<file path="src/rtl/cmp_pkg.sv">
// Shared definitions for the sequential chunked magnitude comparator:
// FSM encoding and the helpers that size the chunk index.
`timescale 1ns/1ps
package cmp_pkg;

   typedef enum logic [1:0] {
      ST_IDLE = 2'b00,
      ST_BUSY = 2'b01,
      ST_DONE = 2'b10
   } state_t;

   // Number of D-bit chunks in a W-bit operand.
   function automatic int nch(input int w, input int d);
      return w / d;
   endfunction

   // Width of the chunk index; never narrower than one bit.
   function automatic int idx_w(input int n);
      if (n <= 32'sd2) begin
         return 32'sd1;
      end else begin
         return $clog2(n);
      end
   endfunction

endpackage

</file>
<file path="src/rtl/cmp_seq_n_if.sv">
// Start/operand/result bundle of the sequential comparator.
`timescale 1ns/1ps
interface cmp_seq_n_if #(
   parameter int W = 16
);
   logic         start;
   logic [W-1:0] a;
   logic [W-1:0] b;
   logic         ready;
   logic         done_tick;
   logic         aeqb;
   logic         agtb;
   logic         altb;

   modport master (
      output start, a, b,
      input  ready, done_tick, aeqb, agtb, altb
   );

   modport slave (
      input  start, a, b,
      output ready, done_tick, aeqb, agtb, altb
   );
endinterface

</file>
<file path="src/rtl/cmp_chunk.sv">
// One-chunk magnitude compare. When msb_signed_i is set, the top bit of
// each chunk is inverted so a plain unsigned compare orders two's-complement
// values correctly.
`timescale 1ns/1ps
module cmp_chunk #(
   parameter int D = 2
) (
   input  logic [D-1:0] a_i,
   input  logic [D-1:0] b_i,
   input  logic         msb_signed_i,
   output logic         eq_o,
   output logic         gt_o
);
   logic [D-1:0] a_s;
   logic [D-1:0] b_s;

   // Bias the sign bit, then compare unsigned.
   always_comb begin
      a_s      = a_i;
      b_s      = b_i;
      a_s[D-1] = a_i[D-1] ^ msb_signed_i;
      b_s[D-1] = b_i[D-1] ^ msb_signed_i;
      eq_o     = (a_s == b_s);
      gt_o     = (a_s > b_s);
   end
endmodule

</file>
<file path="src/rtl/cmp_seq_n.sv">
// Multi-cycle W-bit magnitude comparator. Operands are captured on an
// accepted start and walked MSB-first, D bits per clock, stopping at the
// first chunk that differs. Results are held until the next completion.
`timescale 1ns/1ps
module cmp_seq_n
   import cmp_pkg::*;
#(
   parameter int W      = 16,
   parameter int D      = 2,
   parameter int SIGNED = 0
) (
   input logic        clk,
   input logic        reset,
   cmp_seq_n_if.slave bus
);
   localparam int            NCH     = nch(W, D);
   localparam int            IW      = idx_w(NCH);
   localparam logic [IW-1:0] IDX_TOP = IW'(NCH - 1);

   generate
      if ((D < 1) || (D > W) || ((W % D) != 0)) begin : g_bad_width
         $error("cmp_seq_n: W must be a positive multiple of D");
      end
   endgenerate

   state_t        state_q;
   logic [W-1:0]  a_q;
   logic [W-1:0]  b_q;
   logic [IW-1:0] idx_q;
   logic [IW-1:0] idx_d;
   logic          ready_q;
   logic          done_q;
   logic          eq_q;
   logic          gt_q;
   logic          lt_q;

   logic [W-1:0]  sh_a_s;
   logic [W-1:0]  sh_b_s;
   logic [D-1:0]  ca_s;
   logic [D-1:0]  cb_s;
   logic          msb_sgn_s;
   logic          ch_eq_s;
   logic          ch_gt_s;

   // Select the current chunk; sign bias only applies to the MSB chunk.
   always_comb begin
      sh_a_s = a_q >> (D * idx_q);
      sh_b_s = b_q >> (D * idx_q);
      ca_s   = sh_a_s[D-1:0];
      cb_s   = sh_b_s[D-1:0];
      idx_d  = idx_q - IW'(1);
      if ((SIGNED != 0) && (idx_q == IDX_TOP)) begin
         msb_sgn_s = 1'b1;
      end else begin
         msb_sgn_s = 1'b0;
      end
   end

   cmp_chunk #(.D(D)) u_chunk (
      .a_i          (ca_s),
      .b_i          (cb_s),
      .msb_signed_i (msb_sgn_s),
      .eq_o         (ch_eq_s),
      .gt_o         (ch_gt_s)
   );

   // Control FSM with registered handshake and result outputs.
   always_ff @(posedge clk) begin
      if (reset) begin
         state_q <= ST_IDLE;
         ready_q <= 1'b1;
         done_q  <= 1'b0;
         eq_q    <= 1'b0;
         gt_q    <= 1'b0;
         lt_q    <= 1'b0;
         idx_q   <= IDX_TOP;
         a_q     <= '0;
         b_q     <= '0;
      end else begin
         done_q <= 1'b0;
         case (state_q)
            ST_IDLE, ST_DONE: begin
               if (bus.start) begin
                  a_q     <= bus.a;
                  b_q     <= bus.b;
                  idx_q   <= IDX_TOP;
                  ready_q <= 1'b0;
                  state_q <= ST_BUSY;
               end else begin
                  ready_q <= 1'b1;
                  state_q <= ST_IDLE;
               end
            end
            ST_BUSY: begin
               if (!ch_eq_s) begin
                  eq_q    <= 1'b0;
                  gt_q    <= ch_gt_s;
                  lt_q    <= ~ch_gt_s;
                  done_q  <= 1'b1;
                  ready_q <= 1'b1;
                  state_q <= ST_DONE;
               end else if (idx_q == '0) begin
                  eq_q    <= 1'b1;
                  gt_q    <= 1'b0;
                  lt_q    <= 1'b0;
                  done_q  <= 1'b1;
                  ready_q <= 1'b1;
                  state_q <= ST_DONE;
               end else begin
                  idx_q <= idx_d;
               end
            end
            default: begin
               ready_q <= 1'b1;
               state_q <= ST_IDLE;
            end
         endcase
      end
   end

   assign bus.ready     = ready_q;
   assign bus.done_tick = done_q;
   assign bus.aeqb      = eq_q;
   assign bus.agtb      = gt_q;
   assign bus.altb      = lt_q;
endmodule
</file>
<file path="src/flat_wrapper.sv">
// flat-port wrapper written by rule: the top's interface ports become plain ports
module cmp_seq_n_flat import cmp_pkg::*;
#(
   parameter int W      = 16,
   parameter int D      = 2,
   parameter int SIGNED = 0
)
  (clk, reset, bus_start, bus_a, bus_b, bus_ready, bus_done_tick, bus_aeqb, bus_agtb, bus_altb);
  cmp_seq_n_if #(.W(W)) bus_i ();
  input logic clk;
  input logic reset;
  input wire logic [$bits(bus_i.start)-1:0] bus_start;
  input wire logic [$bits(bus_i.a)-1:0] bus_a;
  input wire logic [$bits(bus_i.b)-1:0] bus_b;
  output wire logic [$bits(bus_i.ready)-1:0] bus_ready;
  output wire logic [$bits(bus_i.done_tick)-1:0] bus_done_tick;
  output wire logic [$bits(bus_i.aeqb)-1:0] bus_aeqb;
  output wire logic [$bits(bus_i.agtb)-1:0] bus_agtb;
  output wire logic [$bits(bus_i.altb)-1:0] bus_altb;
  assign bus_i.start = bus_start;
  assign bus_i.a = bus_a;
  assign bus_i.b = bus_b;
  assign bus_ready = bus_i.ready;
  assign bus_done_tick = bus_i.done_tick;
  assign bus_aeqb = bus_i.aeqb;
  assign bus_agtb = bus_i.agtb;
  assign bus_altb = bus_i.altb;
  cmp_seq_n #(.W(W), .D(D), .SIGNED(SIGNED)) u_core (.clk(clk), .reset(reset), .bus(bus_i));
endmodule
</file>
<file path="config.mk">
export PLATFORM = sky130hd
export DESIGN_NAME = cmp_seq_n_flat
export DESIGN_NICKNAME = d
export VERILOG_FILES = /design/src/rtl/cmp_pkg.sv /design/src/rtl/cmp_seq_n_if.sv /design/src/rtl/cmp_chunk.sv /design/src/rtl/cmp_seq_n.sv /design/src/flat_wrapper.sv
export SDC_FILE = /design/constraint.sdc
export NUM_CORES = 1
export LEC_CHECK = 0
export BUFFER_PORTS_ARGS = -buffer_cell sky130_fd_sc_hd__buf_2
export CORE_AREA = 2 2 60 62
export DETAILED_ROUTE_END_ITERATION = 12
export DIE_AREA = 0 0 62 64
export MAX_ROUTING_LAYER = met4
export PLACE_DENSITY = 0.81
export SLEW_MARGIN = 20
export SYNTH_ARGS = -nofsm -noshare
export SYNTH_HDL_FRONTEND = slang
export SYNTH_SLANG_ARGS = --single-unit
</file>
<file path="constraint.sdc">
create_clock -name clk -period 4.8 [get_ports clk]
set_input_delay 0.72 -clock clk [delete_from_list [all_inputs] [get_ports clk]]
set_output_delay 0.72 -clock clk [all_outputs]
set_load 0.01 [all_outputs]
</file>
-- After elaboration in Yosys (flattened, before gate mapping)
Cells that the tools add are included.
- bits in registers: 42
- output and inout port bits: 5
- bitwise operators: 2
- order comparisons: 1
- shift operators: 2
- add/subtract/negate cells: 1
- mux-type cells: 18
- reduce and logical (&&, ||, !) cells: 8
- equality and inequality tests: 8
- operator list (kind ; count):
    $shr A16 B4 Y2 ; 2
    $mux W1 ; 10
    $mux W3 ; 3
    $ne A2 B2 Y1 const B ; 3
    $pmux W3 S2 ; 1
    $mux W2 ; 2
    $pmux W2 S2 ; 1
    $reduce_and A2 Y1 ; 2
    $reduce_and A4 Y1 ; 1
    $reduce_or A2 Y1 ; 2
    $logic_not A3 Y1 ; 1
    $ne A3 B3 Y1 const B ; 1
    $sub A3 B1 Y3 const B ; 1
    $eq A2 B1 Y1 const B ; 1
    $eq A2 B2 Y1 ; 1
    $eq A2 B2 Y1 const B ; 1
    $gt A2 B2 Y1 ; 1
    $logic_not A2 Y1 ; 1
    $ne A2 B1 Y1 const B ; 1
    $not A1 Y1 ; 2
    $pmux W1 S2 ; 1
    $reduce_bool A2 Y1 ; 1

-- Longest topological paths before layout
- depth after elaboration: 4
- gate-level depth with buffers: 7
- depth with buffers taken out: 6

-- Modules after synthesis
Synthesis repeated with hierarchy kept, for this count alone.
- cell total of the unflattened synthesis: 219
- area total of the unflattened synthesis: 1889.3 sq um
- by module, submodules not included (module ; seq. area each (sq um) ; cells an instance ; area each (sq um) ; instances):
    cmp_seq_n ; 840.8 ; 210 ; 1815.5 ; 1
    cmp_chunk ; 0.0 ; 9 ; 73.8 ; 1

-- Least setup slack after synthesis
No wires, ideal clock.
- path kind: register to register
- start: register u_core.idx_q[0]
- end: register u_core.idx_q[2]
- slack: 2.551 ns
- required time: 4.728 ns
- cell stages (with the launch flop): 8
- arrival: 2.178 ns
- clock period less this slack: 2.249 ns
- path through: dfxtp_1 > buf_6 > mux4_1 > mux2_2 > ha_1 > nand2_1 > nor4b_1 > mux2i_1
- cells in the longest elaborated chain, start to end: 4
- RTL lines (element ; line ; source):
    from (decl) ; cmp_seq_n.sv:29 ; logic [IW-1:0] idx_q;
    from (signal assigned) ; cmp_seq_n.sv:110 ; idx_q <= idx_d;
    $shr A16 B4 Y2 (tied with other cells) ; cmp_seq_n.sv:47 ; sh_a_s = a_q >> (D * idx_q);
    $eq A2 B2 Y1 / $mux W3 (equally long branches) ; cmp_chunk.sv:23, cmp_seq_n.sv:102 ;
    $ne A2 B1 Y1 (no line) / $mux W3 (equally long branches) ; n/a ;
    $reduce_and A4 Y1 (no line) / $pmux W3 S2 (equally long branches) ; n/a ;
Parallel ways exist; a longest one is shown, timed or not. The select of a mux whose other input is x is not followed.
A chain may end at the register's enable or synchronous reset.

-- Worst setup path in the final report
Same ends and word-level chain as after synthesis.

==> results.md <==
- After synthesis, the share of flip-flops with an asynchronous set or reset is 0%.
- For this block, the routed nets add up to 3450 um of wire.
- The floorplan row count is 21.
- The destination of the worst hold path is u_core.a_q[3]$_SDFFE_PP0P_.
- In this run, CTS created clock tree buffers numbering 5.
- The run finished with clean final reports.
- The congestion estimate from routability-driven global placement came to 0.835.
- A synthesized cell averages 9.02 sq um.
- The leading area contributor after synthesis is sky130_fd_sc_hd__dfxtp_1.
- The category of the critical setup timing path is reg2reg.
- The CTS H-tree depth is 2.
- In this run the most critical hold path is launched from u_core.a_q[3]$_SDFFE_PP0P_.
- The kind of cell with the highest combined delay along the critical path is multiplexers.
- The clock drives 42 sinks.
- In the final layout, flip-flops and latches occupy 841 sq um.
- The unique cell type count in the Yosys netlist is 26.
- The detailed router finished its first iteration with 36 violations.
- Clock-pin slew was measured on the worst setup and hold paths at 0.12 ns.
- The number of antenna-violating nets in the routed design is 0.
- The highest clock frequency the design can meet is 375 MHz.
- The multi-input combinational cells in the finished layout cover a total of 926 sq um.
- The number of buffer and inverter instances along the worst setup path is 0.
- The routed layout has 1438 vias.
- The worst-case IR drop observed on VDD is 0.243 mV.
- The launching element of the worst setup path is u_core.idx_q[0]$_SDFFE_PP1P_.
- The type of the most critical hold path is reg2reg.
- The total count of max-transition violations in the final report was 0.
- Gates resized during post-CTS repair numbered 0.
- In this run, synthesis inferred 0 flip-flops with an integrated enable.
- The number of search-and-repair iterations in the first detailed-routing pass is 4.
- The number of hold buffers added after CTS is 0.
- After detailed routing, the number of vias per cell comes to 5.08.
- For the finished layout, the period the worst path requires is 2.66 ns.
- The final design area excluding fillers is 0.00210 sq mm.
- Setup repair after global routing left no endpoint under its margin.
- The count of cells along the worst register-to-register path is 6.
- Counting flops and latches in the post-synthesis netlist gives 42.
- After the last flow step, the layout net total stands at 275.
- The number of setup buffers added after CTS is 0.
- By instance count, the leading cell after synthesis is sky130_fd_sc_hd__nand2_1.
- The fraction of the yosys area taken by sequential cells is 45.5%.
- The synthesized instance count is 205.
- The setup slack at placement is 2.20 ns.
- The die width is 62 um.
- Of the post-synthesis cell area, the dominant cell type holds 45.5%.
- Cells with a size suffix above 1 make up 22.8% of the layout.
- Traced cell by cell, the critical path runs through mux4_1 > mux2_2 > ha_1 > nand2_1 > nor4b_1 > mux2i_1.
- The reg-to-reg critical path endpoint is u_core.idx_q[2]$_SDFFE_PP1P_.
- After global routing the overflow that remains totals 0.
- The synthesized netlist net count is 244.
- Counting instances in the post-synthesis netlist gives the leading cell types as sky130_fd_sc_hd__nand2_1, sky130_fd_sc_hd__dfxtp_1, sky130_fd_sc_hd__a21oi_1.
- The clock root buffer master is sky130_fd_sc_hd__clkbuf_4.
- The number of antenna violations at the first check in global routing is 0.
- For this design the ratio of total power to cell area is 316 mW/mm^2.
- In this run the critical register-to-register path is launched from u_core.idx_q[0]$_SDFFE_PP1P_.
- The mapped cell area is 0.00185 sq mm.
- The number of hold-slack violations in the final timing report came to 0.
- Clock latency on the worst-skew pair, taken at its later pin, is 0.35 ns.
- The count of cells along the worst hold path is 2.
- The largest driver fanout on the critical path is 10.
- The static leakage is 0.000936 uW.
- The worst path required time is 5.09 ns.
- The area growth from synthesis to layout is 13.7%.
- In the routed design, unresolved DRC markers number 0.
- Entering global routing, the biggest net connects 48 pins.
- The effective utilization at floorplan is 56.3%.
- The critical-path cell with the highest stage delay is sky130_fd_sc_hd__dfxtp_1.
- The die covers 0.00397 sq mm.
- TritonCTS built the clock tree.
- The instance count on the critical path is 6.
- By area the synthesized netlist is led by sky130_fd_sc_hd__dfxtp_1, sky130_fd_sc_hd__nand2_1, sky130_fd_sc_hd__mux4_1.
- Across the run, the number of max-cap violations was 0.
- In this run the standard cell core region covers 0.00328 sq mm.
- The wire length of the first global-routing pass is 5780 um.
- The minimum setup slack among reg-to-reg paths is 2.14 ns.
- Dividing the detail-routed wire length by the instance count gives 12.2 um.
- On the final layout, the worst clock skew is 0.00423 ns.
- The total negative slack is 0 ns.
- 40 I/O pins were placed.
- The share of the cycle needed by the critical path after routing is 55.5%.
- The placed cell area is 0.00204 sq mm.
- Global routing used 20.2% of the available tracks.
- The Yosys step of the flow raised 0 warnings.
- The final count of negative-setup-slack endpoints is 0.
- The clock passes through at most 2 buffers.
- The HPWL after detailed placement is 2340 um.
- In this run the tightest slew margin relative to its limit is 44.9%.
- Data on the critical path arrives at its endpoint at 2.95 ns.
- The number of global-route vias before repair came to 1351.
- The count of buffers added on input and output ports is 39.
- Measured along the y axis, the die boundary spans 64 um.
- The setup slack of the critical path after layout is 2.14 ns.
- The number of inserted diodes is 0.
- The number of fill cells in the layout is 289.
- STA classifies the critical path endpoint as a flip-flop.
- For the pin with the worst max-slew slack, the measured transition is 0.826 ns.
- The most used flip-flop cell after synthesis is sky130_fd_sc_hd__dfxtp_1.
- The type of origin of the critical path is a flip-flop.
- For this run, the slowest stage of the critical path takes 0.62 ns.
-- worst max-delay path by stage --
stage	endpoint
CTS	u_core.idx_q[2]$_SDFFE_PP1P_
floorplan	u_core.idx_q[2]$_SDFFE_PP1P_
global placement	u_core.idx_q[2]$_SDFFE_PP1P_
detailed placement	u_core.idx_q[2]$_SDFFE_PP1P_
finish	u_core.idx_q[2]$_SDFFE_PP1P_
global route	u_core.idx_q[0]$_SDFFE_PP1P_
-- sequential cells by signal, summed over array words and instances, names as in the netlist --
signal	count
u_core.a_q	16
u_core.b_q	16
u_core.bus.aeqb	1
u_core.bus.agtb	1
u_core.bus.altb	1
u_core.bus.done_tick	1
u_core.bus.ready	1
u_core.idx_q	3
u_core.state_q	2
-- power breakdown --
| group | switching (uW) | internal [uW] | leakage (uW) |
|---|---|---|---|
| Clock | 113 | 70.4 | 0.0000343 |
| Sequential | 13.5 | 371 | 0.000345 |
| Combinational | 51.5 | 44.8 | 0.000558 |
-- worst register-to-register path, stage by stage (launching register included) --
cell                      delay, ns
sky130_fd_sc_hd__dfxtp_1       0.62
sky130_fd_sc_hd__mux4_1        0.62
sky130_fd_sc_hd__mux2_2        0.28
sky130_fd_sc_hd__ha_1          0.29
sky130_fd_sc_hd__nand2_1       0.14
sky130_fd_sc_hd__nor4b_1       0.40
sky130_fd_sc_hd__mux2i_1       0.23
-- area by class of cell --
cell class | instances | share of cell area, %
sequential | 42 | 40.0
clock inverter | 2 | 0.595
clock buffer | 6 | 2.44
timing repair buffer | 40 | 9.64
inverter | 3 | 0.536
tap | 46 | 2.74
multi-input combinational | 144 | 44.0
-- placed cells by master, fill, tap and decap left out --
| master | instances |
|---|---|
| sky130_fd_sc_hd__nand2_1 | 65 |
| sky130_fd_sc_hd__mux2_2 | 2 |
| sky130_fd_sc_hd__nor3b_1 | 3 |
| sky130_fd_sc_hd__clkbuf_8 | 1 |
| sky130_fd_sc_hd__dfxtp_1 | 42 |
| sky130_fd_sc_hd__nor2_1 | 4 |
| sky130_fd_sc_hd__nor3_2 | 1 |
| sky130_fd_sc_hd__a22oi_1 | 1 |
| sky130_fd_sc_hd__inv_1 | 3 |
| sky130_fd_sc_hd__nor4b_1 | 1 |
| sky130_fd_sc_hd__a221oi_1 | 1 |
| sky130_fd_sc_hd__nand4bb_1 | 1 |
| sky130_fd_sc_hd__mux2i_1 | 5 |
| sky130_fd_sc_hd__o21ba_2 | 1 |
| sky130_fd_sc_hd__clkinv_2 | 1 |
| sky130_fd_sc_hd__ha_1 | 4 |
| sky130_fd_sc_hd__a21oi_1 | 33 |
| sky130_fd_sc_hd__nor2b_2 | 1 |
| sky130_fd_sc_hd__clkbuf_4 | 5 |
| sky130_fd_sc_hd__o211ai_1 | 1 |
| sky130_fd_sc_hd__nand2b_1 | 1 |
| sky130_fd_sc_hd__nor3_1 | 4 |
| sky130_fd_sc_hd__nor2b_1 | 4 |
| sky130_fd_sc_hd__buf_4 | 1 |
| sky130_fd_sc_hd__nand2b_2 | 1 |
| sky130_fd_sc_hd__buf_2 | 39 |
| sky130_fd_sc_hd__mux4_1 | 8 |
| sky130_fd_sc_hd__o2bb2ai_1 | 1 |
| sky130_fd_sc_hd__o21ai_0 | 1 |
| sky130_fd_sc_hd__clkinvlp_4 | 1 |
-- routing by layer --
| layer | up-vias | global-route usage, % | part of all wire [%] |
|---|---|---|---|
| met5 | - | - | 0 |
| met1 | 646 | 23.9 | 45 |
| li1 | 760 | - | - |
| met4 | 0 | 7.98 | 1.8 |
| met3 | 5 | 6.07 | 3.7 |
| met2 | 27 | 31.6 | 50 |
-- metrics by stage --
| stage | util, % | cells | hold WS, ns | total power [uW] |
|---|---|---|---|---|
| after floorplan | - | 205 | 0.432 | 460 |
| after global placement | 62.0 | 275 | 0.438 | 486 |
| after detailed placement | 62.0 | 275 | 0.443 | 488 |
| after CTS | 63.9 | 283 | 0.459 | 668 |
| after global routing | 64.0 | 283 | 0.480 | 703 |
| final | 64.0 | 283 | 0.460 | 664 |
-- logic make-up after synthesis --
logic type               Yosys count  synth area share (%)
AND/OR/NAND/NOR                   86                  20.3
multiplexers                      15                  15.3
flip-flops                        42                  45.5
AO/OA/AOI/OAI                     39                  11.5
adder cells (fa/ha/maj)            4                  2.71
buffers and inverters             19                  4.74
Power figures use the tool's default switching activity.
